$ cat src/rtl/tlcd_pkg.sv
// tlcd_pkg: shared opcodes, DDRAM geometry and address-counter stepping for the
// TLCD write-side responder.
package tlcd_pkg;

  // Address-counter target selected by the most recent set-address command.
  typedef enum logic {
    TGT_DDRAM = 1'b0,
    TGT_CGRAM = 1'b1
  } target_t;

  // Command opcodes; the highest set bit of a command byte identifies it.
  localparam logic [7:0] CMD_CLEAR  = 8'h01;
  localparam logic [7:0] CMD_HOME   = 8'h02;
  localparam logic [7:0] CMD_ENTRY  = 8'h04;
  localparam logic [7:0] CMD_DISP   = 8'h08;
  localparam logic [7:0] CMD_SHIFT  = 8'h10;
  localparam logic [7:0] CMD_FUNC   = 8'h20;
  localparam logic [7:0] CMD_CGADDR = 8'h40;
  localparam logic [7:0] CMD_DDADDR = 8'h80;

  // Field bit positions inside the commands that carry flags.
  localparam int ENTRY_I_BIT = 1;
  localparam int DISP_D_BIT  = 2;
  localparam int SHIFT_R_BIT = 2;
  localparam int SHIFT_S_BIT = 3;
  localparam int FUNC_N_BIT  = 3;

  // DDRAM geometry of the two-line panel.
  localparam logic [7:0] CHAR_SPACE = 8'h20;
  localparam logic [6:0] ROW0_BASE  = 7'h00;
  localparam logic [6:0] ROW1_BASE  = 7'h40;
  localparam logic [6:0] ROW0_LAST  = 7'h27;
  localparam logic [6:0] ROW1_LAST  = 7'h67;

  // Step the address counter one position with HD44780 row wrapping in DDRAM
  // and plain modulo-64 stepping in CGRAM.
  function automatic logic [6:0] next_ac(input logic [6:0] ac, input logic incr,
                                         input target_t target);
    logic [6:0] res;
    if (target == TGT_CGRAM) begin
      res = incr ? {1'b0, ac[5:0] + 6'd1} : {1'b0, ac[5:0] - 6'd1};
    end else if (incr) begin
      if (ac == ROW0_LAST)      res = ROW1_BASE;
      else if (ac == ROW1_LAST) res = ROW0_BASE;
      else                      res = ac + 7'd1;
    end else begin
      if (ac == ROW0_BASE)      res = ROW1_LAST;
      else if (ac == ROW1_BASE) res = ROW0_LAST;
      else                      res = ac - 7'd1;
    end
    return res;
  endfunction

endpackage

$ cat src/rtl/tlcd_bus_sync.sv
// tlcd_bus_sync: brings the asynchronous TLCD bus into the CLK domain and flags
// each falling edge of E together with the RS/RW/DATA sampled alongside it.
module tlcd_bus_sync #(
  parameter int SYNC_STAGES = 2
) (
  input  logic       CLK,
  input  logic       RST,
  input  logic       e_in,
  input  logic       rs_in,
  input  logic       rw_in,
  input  logic [7:0] data_in,
  output logic       fall,
  output logic       rs,
  output logic       rw,
  output logic [7:0] data
);

  // E carries one extra stage so the edge detector can compare two ages.
  logic [SYNC_STAGES:0]   e_q, e_d;
  logic [SYNC_STAGES-1:0] rs_q, rs_d;
  logic [SYNC_STAGES-1:0] rw_q, rw_d;
  logic [7:0]             data_q [SYNC_STAGES];
  logic [7:0]             data_d [SYNC_STAGES];

  // Shift every bus signal one stage deeper each clock.
  always_comb begin
    e_d[0]    = e_in;
    rs_d[0]   = rs_in;
    rw_d[0]   = rw_in;
    data_d[0] = data_in;
    for (int i = 1; i <= SYNC_STAGES; i++) e_d[i] = e_q[i-1];
    for (int i = 1; i < SYNC_STAGES; i++) begin
      rs_d[i]   = rs_q[i-1];
      rw_d[i]   = rw_q[i-1];
      data_d[i] = data_q[i-1];
    end
  end

  // Synchronizer flops clear to 0 so an E held high through reset never looks like a fall.
  always_ff @(posedge CLK or posedge RST) begin
    if (RST) begin
      e_q  <= '0;
      rs_q <= '0;
      rw_q <= '0;
      for (int i = 0; i < SYNC_STAGES; i++) data_q[i] <= '0;
    end else begin
      e_q  <= e_d;
      rs_q <= rs_d;
      rw_q <= rw_d;
      for (int i = 0; i < SYNC_STAGES; i++) data_q[i] <= data_d[i];
    end
  end

  assign fall = ~e_q[SYNC_STAGES-1] & e_q[SYNC_STAGES];
  assign rs   = rs_q[SYNC_STAGES-1];
  assign rw   = rw_q[SYNC_STAGES-1];
  assign data = data_q[SYNC_STAGES-1];

endmodule

$ cat src/rtl/tlcd_responder.sv
// tlcd_responder: HD44780-style write-side responder that mirrors a 2x16 DDRAM
// from the TLCD bus. Define TLCD_CGRAM_EN to add a 64x8 CGRAM store with a
// combinational read port (CG_RADDR/CG_RDATA).
module tlcd_responder
  import tlcd_pkg::*;
#(
  parameter int SYNC_STAGES = 2,
  parameter int LINE_CHARS  = 16
) (
  input  logic         CLK,
  input  logic         RST,
  input  logic         TLCD_E,
  input  logic         TLCD_RS,
  input  logic         TLCD_RW,
  input  logic [7:0]   TLCD_DATA,
  output logic [127:0] LINE0,
  output logic [127:0] LINE1,
  output logic [6:0]   AC,
  output logic         DISPLAY_ON,
  output logic         TWO_LINE,
  output logic         CMD_STROBE,
  output logic         DATA_STROBE,
  output logic [7:0]   LAST_BYTE,
  output logic         LINE_DONE,
  output logic [7:0]   RD_IGNORED
`ifdef TLCD_CGRAM_EN
  ,
  input  logic [5:0]   CG_RADDR,
  output logic [7:0]   CG_RDATA
`endif
);

  logic       bus_fall;
  logic       bus_rs;
  logic       bus_rw;
  logic [7:0] bus_data;

  tlcd_bus_sync #(.SYNC_STAGES(SYNC_STAGES)) u_sync (
    .CLK     (CLK),
    .RST     (RST),
    .e_in    (TLCD_E),
    .rs_in   (TLCD_RS),
    .rw_in   (TLCD_RW),
    .data_in (TLCD_DATA),
    .fall    (bus_fall),
    .rs      (bus_rs),
    .rw      (bus_rw),
    .data    (bus_data)
  );

  logic [127:0] line0_q, line0_d;
  logic [127:0] line1_q, line1_d;
  logic [6:0]   ac_q, ac_d;
  logic         incr_q, incr_d;
  target_t      target_q, target_d;
  logic         display_on_q, display_on_d;
  logic         two_line_q, two_line_d;
  logic         cmd_strobe_q, cmd_strobe_d;
  logic         data_strobe_q, data_strobe_d;
  logic [7:0]   last_byte_q, last_byte_d;
  logic         line_done_q, line_done_d;
  logic [7:0]   rd_ignored_q, rd_ignored_d;
`ifdef TLCD_CGRAM_EN
  logic [7:0]   cgram_q [64];
  logic [7:0]   cgram_d [64];
`endif

  // Decode one synchronized bus event into the next responder state.
  always_comb begin
    line0_d       = line0_q;
    line1_d       = line1_q;
    ac_d          = ac_q;
    incr_d        = incr_q;
    target_d      = target_q;
    display_on_d  = display_on_q;
    two_line_d    = two_line_q;
    cmd_strobe_d  = 1'b0;
    data_strobe_d = 1'b0;
    last_byte_d   = last_byte_q;
    line_done_d   = 1'b0;
    rd_ignored_d  = rd_ignored_q;
`ifdef TLCD_CGRAM_EN
    cgram_d       = cgram_q;
`endif
    if (bus_fall) begin
      if (bus_rw) begin
        if (rd_ignored_q != 8'hFF) rd_ignored_d = rd_ignored_q + 8'd1;
      end else if (!bus_rs) begin
        cmd_strobe_d = 1'b1;
        last_byte_d  = bus_data;
        if ((bus_data & CMD_DDADDR) != 8'h00) begin
          ac_d     = bus_data[6:0];
          target_d = TGT_DDRAM;
        end else if ((bus_data & CMD_CGADDR) != 8'h00) begin
          ac_d     = {1'b0, bus_data[5:0]};
          target_d = TGT_CGRAM;
        end else if ((bus_data & CMD_FUNC) != 8'h00) begin
          two_line_d = bus_data[FUNC_N_BIT];
        end else if ((bus_data & CMD_SHIFT) != 8'h00) begin
          if (!bus_data[SHIFT_S_BIT]) ac_d = next_ac(ac_q, bus_data[SHIFT_R_BIT], target_q);
        end else if ((bus_data & CMD_DISP) != 8'h00) begin
          display_on_d = bus_data[DISP_D_BIT];
        end else if ((bus_data & CMD_ENTRY) != 8'h00) begin
          incr_d = bus_data[ENTRY_I_BIT];
        end else if ((bus_data & CMD_HOME) != 8'h00) begin
          ac_d     = ROW0_BASE;
          target_d = TGT_DDRAM;
        end else if (bus_data == CMD_CLEAR) begin
          line0_d  = {LINE_CHARS{CHAR_SPACE}};
          line1_d  = {LINE_CHARS{CHAR_SPACE}};
          ac_d     = ROW0_BASE;
          incr_d   = 1'b1;
          target_d = TGT_DDRAM;
        end
      end else begin
        data_strobe_d = 1'b1;
        last_byte_d   = bus_data;
        if (target_q == TGT_DDRAM) begin
          for (int i = 0; i < LINE_CHARS; i++) begin
            if (ac_q[3:0] == 4'(i)) begin
              if (ac_q[6:4] == ROW0_BASE[6:4]) line0_d[8*(LINE_CHARS-1-i) +: 8] = bus_data;
              if (ac_q[6:4] == ROW1_BASE[6:4]) line1_d[8*(LINE_CHARS-1-i) +: 8] = bus_data;
            end
          end
          line_done_d = (ac_q == ROW0_BASE + 7'(LINE_CHARS - 1)) ||
                        (ac_q == ROW1_BASE + 7'(LINE_CHARS - 1));
        end else begin
`ifdef TLCD_CGRAM_EN
          cgram_d[ac_q[5:0]] = {3'b000, bus_data[4:0]};
`endif
        end
        ac_d = next_ac(ac_q, incr_q, target_q);
      end
    end
  end

  // Register all responder state; reset shows a blank display with AC at home.
  always_ff @(posedge CLK or posedge RST) begin
    if (RST) begin
      line0_q       <= {LINE_CHARS{CHAR_SPACE}};
      line1_q       <= {LINE_CHARS{CHAR_SPACE}};
      ac_q          <= ROW0_BASE;
      incr_q        <= 1'b1;
      target_q      <= TGT_DDRAM;
      display_on_q  <= 1'b0;
      two_line_q    <= 1'b0;
      cmd_strobe_q  <= 1'b0;
      data_strobe_q <= 1'b0;
      last_byte_q   <= 8'h00;
      line_done_q   <= 1'b0;
      rd_ignored_q  <= 8'h00;
`ifdef TLCD_CGRAM_EN
      for (int i = 0; i < 64; i++) cgram_q[i] <= 8'h00;
`endif
    end else begin
      line0_q       <= line0_d;
      line1_q       <= line1_d;
      ac_q          <= ac_d;
      incr_q        <= incr_d;
      target_q      <= target_d;
      display_on_q  <= display_on_d;
      two_line_q    <= two_line_d;
      cmd_strobe_q  <= cmd_strobe_d;
      data_strobe_q <= data_strobe_d;
      last_byte_q   <= last_byte_d;
      line_done_q   <= line_done_d;
      rd_ignored_q  <= rd_ignored_d;
`ifdef TLCD_CGRAM_EN
      for (int i = 0; i < 64; i++) cgram_q[i] <= cgram_d[i];
`endif
    end
  end

  assign LINE0       = line0_q;
  assign LINE1       = line1_q;
  assign AC          = ac_q;
  assign DISPLAY_ON  = display_on_q;
  assign TWO_LINE    = two_line_q;
  assign CMD_STROBE  = cmd_strobe_q;
  assign DATA_STROBE = data_strobe_q;
  assign LAST_BYTE   = last_byte_q;
  assign LINE_DONE   = line_done_q;
  assign RD_IGNORED  = rd_ignored_q;
`ifdef TLCD_CGRAM_EN
  assign CG_RDATA    = cgram_q[CG_RADDR];
`endif

endmodule
$ cat config.mk
export PLATFORM = sky130hd
export DESIGN_NAME = tlcd_responder
export DESIGN_NICKNAME = d
export VERILOG_FILES = /design/src/rtl/tlcd_pkg.sv /design/src/rtl/tlcd_bus_sync.sv /design/src/rtl/tlcd_responder.sv
export SDC_FILE = /design/constraint.sdc
export NUM_CORES = 1
export LEC_CHECK = 0
export CAP_MARGIN = 20
export CORE_MARGIN = 2
export CORE_UTILIZATION = 45
export DETAILED_ROUTE_END_ITERATION = 6
export GPL_TIMING_DRIVEN = 0
export PLACE_DENSITY_LB_ADDON = 0.15
export SLEW_MARGIN = 30
export SYNTH_ARGS = -nofsm -noshare
export SYNTH_HDL_FRONTEND = slang
export SYNTH_HIERARCHICAL = 1
export SYNTH_SLANG_ARGS = --single-unit
$ cat constraint.sdc
create_clock -name CLK -period 11.8 [get_ports CLK]
set_input_delay 1.18 -clock CLK [delete_from_list [all_inputs] [get_ports CLK]]
set_output_delay 1.18 -clock CLK [all_outputs]
set_load 0.02 [all_outputs]
==> run metrics, run 1 <==
status completed; # nets final 1,201; antenna cells 0; Seq/Total Area, Yosys 61.1%; pin count of the biggest net entering global routing 87; DP Area 16,200 um^2; first-pass GRT wire length between 50,000 and 60,000 um; routed vias 8,085; Initial Util 45.8%; min-delay src u_sync/rs_q[0]; Synth Instances roughly 850; fin crit share 24.4%; post-synthesis register bit count 309; FFs w/ async S/R, synth 100%; Max Freq between 300 and 400 MHz; Worst VDD drop around 0.14 mV; syn_area_per_cell 15.0 um^2; # DRC 0; core area 27,800 um^2; critical path launch point type flip-flop; Post-CTS Setup Inserts 0; design area 17,500 um^2; CP Launch Point AC[0]; Worst path max stage delay 0.67 ns; hpwl dp 23,300 um; input/output buffers 296; RSZ-0062 raised after global routing no; reg2reg start AC[0]; Req. time, crit path between 10 and 15 ns; layout cells sized above 1 31.5%; Total GRT Usage 22.9%; PostCTS Resize Cnt 0; CTS tree built; final setup TNS 0 ns; total of max-cap violations 0; row count 61; Hold Fails Final Rpt 0; Min-Delay Path Class flip-flop to flip-flop; Post-synth EDFFs 0; RD Place Congestion 0.899; Final Setup Violations 0; Routed Antenna Nets 0; I/O pins 297; drt initial violations 345; clock tree buffer depth 3; Die Y between 150 and 200 um; vias in the first global route 8,373; CP bufs+invs 1; clock sink count slightly above 300; drt via density 5.10; crit end category output port; Slew Viols, Final 0; synth warn 6; drt first pass iters 5; area delta synth->final 37.5%; DRT Wirelength 33,500 um; Power Density 161 nW/um^2; initial antenna violation count 0; global route overflow 0; min Tclk post-route 2.87 ns; Crit Path Class flip-flop to output port; Reg clk slew, reported paths around 0.070 ns; Crit Path Max Fanout 8; CP top delay family buffers and inverters; Static Leak 8.35 nW; H-tree levels 2; clk root buf clkbuf_16; Slew HR between 40% and 50%; Top FF cell, synth dfrtp_1; slowest cell on the critical path clkdlybuf4s50_1; measured slew at the worst slew-check pin 0.799 ns; Layout Skew 0.0184 ns; clk_lat worst skew 0.51 ns; synthesized cell area 12,700 um^2; library cells used by synthesis 65; Die W 172 um; die area 29,600 um^2; crit-path cells clkdlybuf4s50_1; count of hold-fix buffers inserted at cts 0; Routed WL per cell 21.1 um; Syn Nets 866; Worst EP arrival approximately 1.7 ns; Num CTS Buffers 34
## cell type report
cell class / count / area (um^2)
Tap cell: 378 / 473
Inverter: 10 / 45.0
Clock buffer: 49 / 1030
Fill cell: 2200 / 10300
Timing Repair Buffer: 299 / 3050
Buffer: 46 / 225
Sequential cell: 309 / 7770
Clock inverter: 12 / 220
Multi-Input combinational cell: 483 / 4680
## synthesized netlist by cell type, drive strengths merged, types with 8 or more instances
cell type | count | area [um^2]
nand2 | 42 | 158
xnor2 | 9 | 78.8
buf | 11 | 93.8
clkbuf | 35 | 131
o21ai | 15 | 82.6
inv | 10 | 37.5
nor2 | 40 | 475
dfstp | 33 | 867
dfrtp | 276 | 6910
mux2 | 258 | 3000
and2 | 8 | 50.1
a21oi | 23 | 171
## final timing paths
check	to	slack, ns	depth (start not counted)
max in group asynchronous	LINE1[61]	9.52	4
min reg2reg	u_sync/rs_q[1]	0.35	0
max	AC[0]	8.93	1
max reg2reg	LINE1[123]	9.00	7
min in group asynchronous	RD_IGNORED[2]	1.11	2
min	u_sync/rs_q[1]	0.35	0
## stage by stage
step	power [mW]	hold WS [ns]	instances	util (%)	setup WS, ns
after global placement	1.67	0.333	1522	58.2	-1.09
after detailed placement	1.68	0.336	1525	58.5	8.91
after global routing	2.94	0.355	1586	63.0	8.85
after CTS	2.85	0.350	1586	63.0	8.91
after floorplan	1.46	0.331	848	-	2.78
final	2.82	0.347	1586	63.0	8.93
## cells in the final DEF (no fill, tap or decap), drive strengths merged, types with 8 or more instances in the layout
master,n
clkdlybuf4s50,296
dfrtp,276
mux2,258
clkbuf,84
nand2,42
nor2,40
dfstp,33
a21oi,23
o21ai,15
buf,14
inv,12
xnor2,9
and2,8
## cells by family (layout without fill, tap and decap cells)
| family | count (synthesis) | in the layout | synth area share (%) |
|---|---|---|---|
| flip-flops | 309 | 309 | 61.1 |
| multiplexers | 259 | 259 | 23.6 |
| AND/OR/NAND/NOR | 141 | 141 | 8.08 |
| AO/OA/AOI/OAI | 65 | 65 | 3.74 |
| buffers and inverters | 56 | 416 | 2.07 |
| XOR/XNOR | 13 | 13 | 0.895 |
| adder cells (fa/ha/maj) | 5 | 5 | 0.492 |
## registers in the layout, summed over array words and instances (netlist names)
| name | cells |
|---|---|
| AC | 7 |
| CMD_STROBE | 1 |
| DATA_STROBE | 1 |
| DISPLAY_ON | 1 |
| LAST_BYTE | 8 |
| LINE0 | 128 |
| LINE1 | 128 |
| LINE_DONE | 1 |
| RD_IGNORED | 8 |
| TWO_LINE | 1 |
| incr_q | 1 |
| target_q | 1 |
| u_sync/data | 8 |
| u_sync/data_d | 8 |
| u_sync/e_q | 3 |
| u_sync/rs_q | 2 |
| u_sync/rw_q | 2 |
## per-layer routing
metal	routed length (um)	GRT usage, %	vias up
met3	2810	7.21	43
met2	15700	36.6	269
met4	649	5.85	0
met5	0	0	-
li1	-	-	3658
met1	14400	30.5	4115
## power by group
| part | internal (mW) | switching, mW | total (mW) |
|---|---|---|---|
| combinational | 0.203 | 0.257 | 0.460 |
| clock | 0.739 | 0.423 | 1.16 |
| sequential | 1.14 | 0.0548 | 1.20 |
| total | 2.08 | 0.735 | 2.82 |
(Power assumes the default switching activity.)
==> run 2: changes to the inputs <==
Clock period 11.8 ns to 2.5 ns, I/O delays scaled along.
==> run metrics, run 2 (synthesis gave the netlist of run 1 again) <==
status completed; input/output buffers 296; clock sink count 309; core area 27,800 um^2; routed vias around 8,300; Routed WL per cell about 21 um; critical path launch point type flip-flop; RD Place Congestion just under 0.9; Worst VDD drop 0.645 mV; Total GRT Usage 22.9%; Worst EP arrival 2.78 ns; Worst Setup EP LINE0[113]; Slew Viols, Final 0; Slew HR 46.1%; row count 61; most common cell after layout, fill and taps aside clkdlybuf4s50_1; Min-Delay Path Class primary input to async pin; # nets final around 1,200; pin count of the biggest net entering global routing 30; Final Setup Violations 0; antenna cells 0; Crit Path Class flip-flop to flip-flop; worst r2r dst LINE0[113]; reg2reg start u_sync/data[3]; Worst R2R Setup Slack 0.09 ns; fin cells 1,607; Initial Util between 40% and 50%; clock tree buffer depth 3; global route overflow 0; Crit Path Max Fanout 10; DRT Wirelength about 34,000 um; dpl cells 1,533; # DRC 0; r2r worst-path depth 6; drt via density 5.17; Routed Antenna Nets 0; measured slew at the worst slew-check pin about 0.81 ns; H-tree levels 2; vias in the first global route 8,433; Hold Fails Final Rpt 0; Num CTS Buffers 34; CP Launch Point u_sync/data[3]; area delta synth->final 40.2%; crit end category flip-flop; drt initial violations 342; CTS tree built; Reg clk slew, reported paths 0.06 ns; Layout Skew 0.0113 ns; layout cells sized above 1 33.7%; Die Y 172 um; clk_lat worst skew 0.50 ns; hpwl dp 24,100 um; first-pass GRT wire length 51,200 um; Power Density 737 nW/um^2; Max Freq roughly 420 MHz; total of max-cap violations 0; Static Leak ~8.5 nW; I/O pins 297; most frequent cells in the layout clkdlybuf4s50_1, dfrtp_1, mux2_2, nand2_1; fin crit share 96.2%; Die W 172 um; Req. time, crit path 2.88 ns; die area 29,600 um^2; final setup TNS 0 ns; drt first pass iters 5; initial antenna violation count 0; min Tclk post-route between 2 and 2.5 ns; clk root buf clkbuf_16
run 2: cell types whose count changed in the layout (fill, tap and decap cells not counted), sizes merged:
cell / change
bufinv: -2
buf: +20
clkinvlp: +3
inv: -2
clkinv: +7
clkbuf: -5
run 2: final cells by class:
class | instances | area, um^2
fill | 2163 | 9940
sequential | 309 | 7770
multi-input combinational | 483 | 4790
timing repair buffer | 319 | 3330
clock buffer | 44 | 992
tap | 378 | 473
buffer | 46 | 235
clock inverter | 18 | 205
inverter | 10 | 41.3
run 2: what timing repair did:
| item | 4_1_cts | 5_1_grt |
|---|---|---|
| hold buffers | 0 | 0 |
| setup endpoints to repair | 107 | 179 |
| setup buffers | 3 | 9 |
| resized for setup | 11 | 16 |
| pin swaps | 3 | 4 |
run 2: metrics by stage:
stage | setup WS, ns | hold slack, ns | instance area, um^2 | util [%] | power [mW]
after floorplan | -1.51 | 0.252 | 12700 | - | 6.91
after global placement | -3.67 | 0.333 | 16200 | 58.2 | 7.88
after detailed placement | -0.204 | 0.335 | 16400 | 59.0 | 7.94
after CTS | -0.0437 | 0.0713 | 17700 | 63.7 | 13.3
after global routing | -0.0134 | 0.104 | 17800 | 64.2 | 13.7
final | 0.0944 | 0.0796 | 17800 | 64.2 | 13.2
run 2: power by group:
group | internal, mW | total (mW) | leakage [nW] | switching (mW)
sequential | 5.39 | 5.65 | 4.10 | 0.261
clock | 3.23 | 5.25 | 0.589 | 2.02
combinational | 1.01 | 2.25 | 3.79 | 1.24
run 2: how the worst min path moves through the flow:
| stage | start | to | slack (ns) | cells past startpoint |
|---|---|---|---|---|
| 2_1_floorplan | RST | u_sync/data[0] | 0.25 | 1 |
| 3_3_place_gp | u_sync/data_d[3] | u_sync/data[3] | 0.33 | 0 |
| 3_5_place_dp | u_sync/data_d[1] | u_sync/data[1] | 0.33 | 0 |
| 4_1_cts | RST | DISPLAY_ON | 0.07 | 2 |
| 5_1_grt | RST | DISPLAY_ON | 0.10 | 2 |
| 6_report | RST | LAST_BYTE[1] | 0.08 | 2 |
run 2: layer usage:
layer	vias to the layer above	track usage, %	routed length, um
li1	3709	-	-
met2	295	36.0	15700
met1	4262	30.5	14200
met4	0	5.37	609
met5	-	0	0
met3	41	8.22	3080
run 2: critical path, cell delays in order (launching register included):
cell and delay [ns]:
dfrtp_2 0.45, or4_4 0.56, a21oi_4 0.25, o21ai_4 0.16, buf_12 0.23, nor2_8 0.27, mux2_1 0.35
